File: src/rtl/Config.sv
// Shared geometry, FSM encoding and row payload for the systolic output collector.
package Config;

  localparam int unsigned sys_cols   = 4;
  localparam int unsigned P_BITWIDTH = 32;

  typedef enum logic [1:0] {
    IDLE    = 2'd0,
    COLLECT = 2'd1,
    DRAIN   = 2'd2
  } collector_state_t;

  typedef logic [sys_cols-1:0][P_BITWIDTH-1:0] row_data_t;

  typedef struct packed {
    logic      last;
    row_data_t data;
  } row_entry_t;

endpackage

File: src/rtl/row_fifo.sv
// Power-of-two row buffer; an extra pointer bit separates full from empty.
module row_fifo #(
  parameter int unsigned WIDTH = 8,
  parameter int unsigned DEPTH = 4
) (
  input  logic                     clk,
  input  logic                     rst,
  input  logic                     push,
  input  logic [WIDTH-1:0]         wdata,
  input  logic                     pop,
  output logic [WIDTH-1:0]         rdata,
  output logic                     full,
  output logic                     empty,
  output logic [$clog2(DEPTH):0]   count
);

  localparam int unsigned AW = $clog2(DEPTH);

  logic [WIDTH-1:0] mem [DEPTH];
  logic [AW:0]      wr_ptr;
  logic [AW:0]      rd_ptr;
  logic             do_push;
  logic             do_pop;

  assign empty   = (wr_ptr == rd_ptr);
  assign full    = (wr_ptr[AW] != rd_ptr[AW]) && (wr_ptr[AW-1:0] == rd_ptr[AW-1:0]);
  assign count   = wr_ptr - rd_ptr;
  assign do_pop  = pop && !empty;
  assign do_push = push && (!full || do_pop);
  assign rdata   = mem[rd_ptr[AW-1:0]];

  always_ff @(posedge clk or negedge rst) begin
    if (!rst) begin
      wr_ptr <= '0;
      rd_ptr <= '0;
    end else begin
      if (do_push) wr_ptr <= wr_ptr + (AW+1)'(1);
      if (do_pop)  rd_ptr <= rd_ptr + (AW+1)'(1);
    end
  end

  // When full, the slot being written is the one popped in the same cycle.
  always_ff @(posedge clk) begin
    if (do_push) mem[wr_ptr[AW-1:0]] <= wdata;
  end

endmodule

File: src/rtl/systolic_output_collector.sv
// Deskews the array's bottom-row partial sums into aligned rows and buffers them per tile.
module systolic_output_collector
  import Config::*;
#(
  parameter int unsigned FIFO_DEPTH = 4
) (
  input  logic                                 clk,
  input  logic                                 rst,
  input  logic                                 start,
  input  logic [15:0]                          tile_rows,
  input  logic                                 in_valid,
  input  logic [sys_cols-1:0][P_BITWIDTH-1:0]  of_data,
  output logic                                 out_valid,
  input  logic                                 out_ready,
  output logic [sys_cols-1:0][P_BITWIDTH-1:0]  out_data,
  output logic                                 out_last,
  output logic                                 busy,
  output logic                                 done,
  output logic                                 overflow
);

  localparam int unsigned CW = $clog2(FIFO_DEPTH) + 1;
  localparam int unsigned EW = $bits(row_entry_t);

  collector_state_t state;
  collector_state_t state_nxt;
  logic [15:0]      tile_rows_q;
  logic [15:0]      row_cnt;
  logic [sys_cols-2:0] vchain;
  row_data_t        aligned;
  logic             aligned_valid;
  logic             row_in;
  logic             push;
  logic             pop;
  logic             start_acc;
  logic             fifo_full;
  logic             fifo_empty;
  logic             fifo_empty_nxt;
  logic [CW-1:0]    fifo_count;
  row_entry_t       wentry;
  row_entry_t       rentry;

  // Column j lands j cycles late, so it is delayed sys_cols-1-j cycles to line up.
  for (genvar j = 0; j < sys_cols; j++) begin : g_col
    localparam int unsigned D = sys_cols - 1 - j;
    if (D == 0) begin : g_pass
      assign aligned[j] = of_data[j];
    end else begin : g_pipe
      logic [P_BITWIDTH-1:0] pipe [D];
      always_ff @(posedge clk) begin
        pipe[0] <= of_data[j];
        for (int unsigned k = 1; k < D; k++) pipe[k] <= pipe[k-1];
      end
      assign aligned[j] = pipe[D-1];
    end
  end

  assign aligned_valid  = vchain[sys_cols-2];
  assign row_in         = aligned_valid && (state == COLLECT);
  assign pop            = out_valid && out_ready;
  assign push           = row_in && (!fifo_full || pop);
  assign fifo_empty_nxt = fifo_empty || ((fifo_count == CW'(1)) && pop);

  assign wentry.last = (row_cnt == tile_rows_q - 16'd1);
  assign wentry.data = aligned;

  row_fifo #(
    .WIDTH (EW),
    .DEPTH (FIFO_DEPTH)
  ) u_row_fifo (
    .clk   (clk),
    .rst   (rst),
    .push  (push),
    .wdata (wentry),
    .pop   (pop),
    .rdata (rentry),
    .full  (fifo_full),
    .empty (fifo_empty),
    .count (fifo_count)
  );

  assign out_valid = !fifo_empty;
  assign out_data  = rentry.data;
  assign out_last  = !fifo_empty && rentry.last;

  always_comb begin
    state_nxt = state;
    start_acc = 1'b0;
    unique case (state)
      IDLE: begin
        if (start && (tile_rows != 16'd0)) begin
          start_acc = 1'b1;
          state_nxt = COLLECT;
        end
      end
      COLLECT: begin
        if (row_in && (row_cnt + 16'd1 == tile_rows_q)) state_nxt = DRAIN;
      end
      DRAIN: begin
        if (fifo_empty_nxt) state_nxt = IDLE;
      end
      default: state_nxt = IDLE;
    endcase
  end

  always_ff @(posedge clk or negedge rst) begin
    if (!rst) begin
      state       <= IDLE;
      tile_rows_q <= '0;
      row_cnt     <= '0;
      vchain      <= '0;
      busy        <= 1'b0;
      done        <= 1'b0;
      overflow    <= 1'b0;
    end else begin
      state <= state_nxt;
      busy  <= (state_nxt != IDLE);
      done  <= (state == DRAIN) && (state_nxt == IDLE);
      if (start_acc) begin
        tile_rows_q <= tile_rows;
        row_cnt     <= '0;
        overflow    <= 1'b0;
        vchain      <= '0;
      end else begin
        vchain <= {vchain[sys_cols-3:0], in_valid && (state == COLLECT)};
        if (row_in)          row_cnt  <= row_cnt + 16'd1;
        if (row_in && !push) overflow <= 1'b1;
      end
    end
  end

endmodule

File: config.mk
export PLATFORM = sky130hd
export DESIGN_NAME = systolic_output_collector
export DESIGN_NICKNAME = d
export VERILOG_FILES = /design/src/rtl/Config.sv /design/src/rtl/row_fifo.sv /design/src/rtl/systolic_output_collector.sv
export SDC_FILE = /design/constraint.sdc
export NUM_CORES = 1
export LEC_CHECK = 0
export BUFFER_PORTS_ARGS = -buffer_cell sky130_fd_sc_hd__buf_2
export CAP_MARGIN = 0
export CORE_ASPECT_RATIO = 1.1
export CORE_UTILIZATION = 40
export CTS_CLUSTER_DIAMETER = 150
export DETAILED_ROUTE_END_ITERATION = 6
export MAX_ROUTING_LAYER = met4
export PLACE_DENSITY = 0.63
export SYNTH_ARGS = -nofsm -noshare
export SYNTH_HDL_FRONTEND = slang
export SYNTH_SLANG_ARGS = --single-unit
File: constraint.sdc
create_clock -name clk -period 16 [get_ports clk]
set_input_delay 2.4 -clock clk [delete_from_list [all_inputs] [get_ports clk]]
set_output_delay 2.4 -clock clk [all_outputs]
set_load 0.01 [all_outputs]
==> impl_metrics.env <==
export IMPL_run_status="completed"
export IMPL_drt_first_pass_iters=6
export IMPL_fin_cells=2449
export IMPL_ys_ff_latch=754
export IMPL_synth_simple_area_share_pct=3.664
export IMPL_io_pins=282
export IMPL_p_leak_nw=10.72
export IMPL_dr_first_iter_drc_count=631
export IMPL_required_ps=13600
export IMPL_finalHoldViolations=0
export IMPL_clockRootBuffer="clkbuf_16"
export IMPL_cts_tree="done"
export IMPL_drive_above_1_share_pct=34.54
export IMPL_period_share_pct=38.18
export IMPL_internal_power_mw=3.982
export IMPL_synth_fa_ha_area_share_pct=0.5213
export IMPL_grt_pass1_wl_um=75370
export IMPL_antenna_found_initial=16
export IMPL_power_frac_comb_pct=23.8
export IMPL_finalPower_mw=5.612
export IMPL_clock_skew_ps=39.34
export IMPL_synth_compound_area_share_pct=1.116
export IMPL_yosysSeqAreaShare_pct=80.54
export IMPL_ff2ff_path_depth=8
export IMPL_critPathKind="reg -> out"
export IMPL_final_core_util_pct=48.31
export IMPL_crit_chain="buf_4 -> buf_4 -> mux4_2 -> buf_2"
export IMPL_max_freq_mhz=163.7
export IMPL_finalMaxSlewViolations=0
export IMPL_cts_clk_slew_worst_paths_ps=60
export IMPL_placed_cells=2295
export IMPL_hold_depth=0
export IMPL_cp_arrival_ps=3710
export IMPL_cap_violations=0
export IMPL_fin_nets=1698
export IMPL_grt_total_usage_pct=16.04
export IMPL_via_count=11980
export IMPL_syn_num_nets=1376
export IMPL_synthCells=1217
export IMPL_async_reset_ff_share_pct=6.101
export IMPL_hold_end="g_col[0].g_pipe.pipe[0][64]"
export IMPL_ys_warnings_count=0
export IMPL_critPathCaptureType="primary output"
export IMPL_synthDistinctLibCells=65
export IMPL_min_period_ps=6108
export IMPL_cts_resized=0
export IMPL_relSlewSlack_pct=29.76
export IMPL_postRouteAntennaNets=0
export IMPL_clk_path_buf_depth=3
export IMPL_worst_setup_path_start_kind="flip-flop"
export IMPL_setup_viol=0
export IMPL_worstMarginPinSlew_ps=1054
export IMPL_core_area_um2=62580
export IMPL_placed_cell_area_um2=27790
export IMPL_rows=96
export IMPL_hold_path_class="reg -> reg"
export IMPL_wirelength_um=49940
export IMPL_rr_startpoint="u_row_fifo.rd_ptr[1]"
export IMPL_power_density_nw_per_um2=185.6
export IMPL_timing_rr_end="u_row_fifo.mem[3][64]"
export IMPL_grt_max_degree=53
export IMPL_max_stage_delay_ps=840
export IMPL_place_ws_ps=10320
export IMPL_r2r_slack_ps=11280
export IMPL_wl_per_cell_um=20.39
export IMPL_worstSkewPairLatency_ps=620
export IMPL_fin_setup_tns_ps=0
export IMPL_seqPwrFrac_pct=46.0
export IMPL_p_clk_share_pct=30.2
export IMPL_die_h_um=266.5
export IMPL_cts_setup_buffers=0
export IMPL_detailed_place_hpwl_um=30050
export IMPL_final_area_um2=30230
export IMPL_h_tree_depth=3
export IMPL_cts_buffers=75
export IMPL_drt_vias_per_instance=4.892
export IMPL_ir_worst_vdd_mv=0.1105
export IMPL_drc=0
export IMPL_hp_start="g_col[0].g_pipe.pipe[0][32]"
export IMPL_switching_share_pct=29.04
export IMPL_synth_mux_area_share_pct=11.62
export IMPL_synth_edf_count=516
export IMPL_setup_ws_ps=9892
export IMPL_postSynthAreaPerCell_um2=20.90
export IMPL_portBuffers=281
export IMPL_area_growth_pct=18.84
export IMPL_cts_sinks=754
export IMPL_hold_worst_slack_ps=312.4
export IMPL_rsz0062_at_grt="false"
export IMPL_start_util_pct=40.65
export IMPL_grt_pass1_vias=12480
export IMPL_synth_area_um2=25440
export IMPL_synth_xor_area_share_pct=1.544
export IMPL_globalplace_congestion=0.7738
export IMPL_die_x_um=242.5
export IMPL_cts_hold_buf=0
export IMPL_path_max_fanout=44
export IMPL_synth_top_family_by_area="multiplexers"
export IMPL_grt_overflow=0
export IMPL_critPathSlowestCell="buf_4"
export IMPL_cpMostUsedCell="buf_4"
export IMPL_p_switching_mw=1.630
export IMPL_synth_flop_cell="edfxtp_1"
export IMPL_dieArea_um2=64620
cell families (layout without fill, tap and decap cells):
group | Yosys count | in the layout
AOI/OAI and AO/OA | 39 | 39
xor gates and xnor gates | 44 | 44
adders and majority gates | 10 | 10
buffers and inverters | 57 | 441
DFF | 754 | 754
muxes | 134 | 134
other | 0 | 15
and+or+nand+nor | 179 | 179
synthesized netlist by cell type, types with 8 or more instances:
library cell / instances / area share (%)
and2_1: 10 / 0.25
buf_2: 16 / 0.31
clkbuf_1: 26 / 0.38
dfrtp_1: 46 / 4.5
dfxtp_1: 192 / 15
edfxtp_1: 516 / 61
ha_1: 9 / 0.44
mux4_2: 129 / 11
nand2_1: 64 / 0.94
nand3_1: 13 / 0.26
nor2_1: 30 / 0.44
nor3_1: 15 / 0.30
o21ai_0: 8 / 0.16
xnor2_1: 33 / 1.1
xor2_1: 10 / 0.34
placed cells by master (no fill, tap or decap), types with 5 or more instances in the layout:
| cell | n |
|---|---|
| edfxtp_1 | 516 |
| buf_4 | 14 |
| clkbuf_1 | 20 |
| xor2_1 | 10 |
| nand3_1 | 13 |
| mux4_2 | 129 |
| inv_1 | 7 |
| clkinv_1 | 8 |
| diode_2 | 15 |
| dfrtp_1 | 44 |
| nor3_1 | 15 |
| clkbuf_8 | 7 |
| a21oi_1 | 5 |
| nor4_1 | 5 |
| xnor2_1 | 33 |
| dfxtp_1 | 192 |
| nand2_1 | 64 |
| clkbuf_16 | 76 |
| and2_1 | 6 |
| nand4_1 | 5 |
| clkinv_2 | 16 |
| nor2_1 | 30 |
| ha_1 | 9 |
| buf_2 | 281 |
| o21ai_0 | 8 |
power groups by stage:
stage               Clock [mW]  Combinational (mW)  Sequential, mW
detailed placement           0                1.38            2.62
global route              1.81                1.45            2.61
CTS                       1.74                1.38            2.59
finish                    1.70                1.34            2.58
global placement             0                1.37            2.61
floorplan                    0               0.940            2.55
critical path: cells and delay by family (launching register included):
kind / cells / cell delay (ps)
flops: 1 / 640
buf+inv: 3 / 1750
mux: 1 / 650
per-layer routing:
layer	wire length [um]	track usage, %	share of wire (%)	vias to the layer above
li1	-	-	-	5449
met1	20620	19.28	41	6185
met2	24870	25.66	50	281
met3	3570	5.018	7.1	66
met4	882	5.457	1.8	0
met5	0	-	0	-
flip-flops by register name, indices dropped and copies added (netlist names):
register           flops
g_col.g_pipe.pipe    192
busy                   1
u_row_fifo.wr_ptr      3
vchain                 3
state                  2
u_row_fifo.rd_ptr      3
row_cnt               16
u_row_fifo.mem       516
overflow               1
done                   1
tile_rows_q           16
worst max path at each step:
| stage | startpoint | endpoint | slack (ps) | depth (start not counted) |
|---|---|---|---|---|
| floorplan | out_ready | u_row_fifo.mem[3][0] | 9740 | 3 |
| global placement | u_row_fifo.rd_ptr[0] | out_data[55] | 10350 | 4 |
| detailed placement | u_row_fifo.rd_ptr[0] | out_data[55] | 10320 | 4 |
| CTS | u_row_fifo.rd_ptr[0] | out_data[55] | 9660 | 4 |
| global route | u_row_fifo.rd_ptr[0] | out_data[55] | 9510 | 4 |
| finish | u_row_fifo.rd_ptr[0] | out_data[55] | 9890 | 4 |
final cells by class:
| type | instances | area (um^2) |
|---|---|---|
| antenna | 15 | 37.54 |
| clock buffer | 103 | 2073 |
| clock inverter | 36 | 337.8 |
| fill | 5212 | 32350 |
| inverter | 7 | 26.28 |
| multi-input combinational | 406 | 4708 |
| sequential | 754 | 20500 |
| tap | 833 | 1042 |
| timing repair buffer | 295 | 1511 |
No activity file was read; power rests on OpenSTA's default activity.
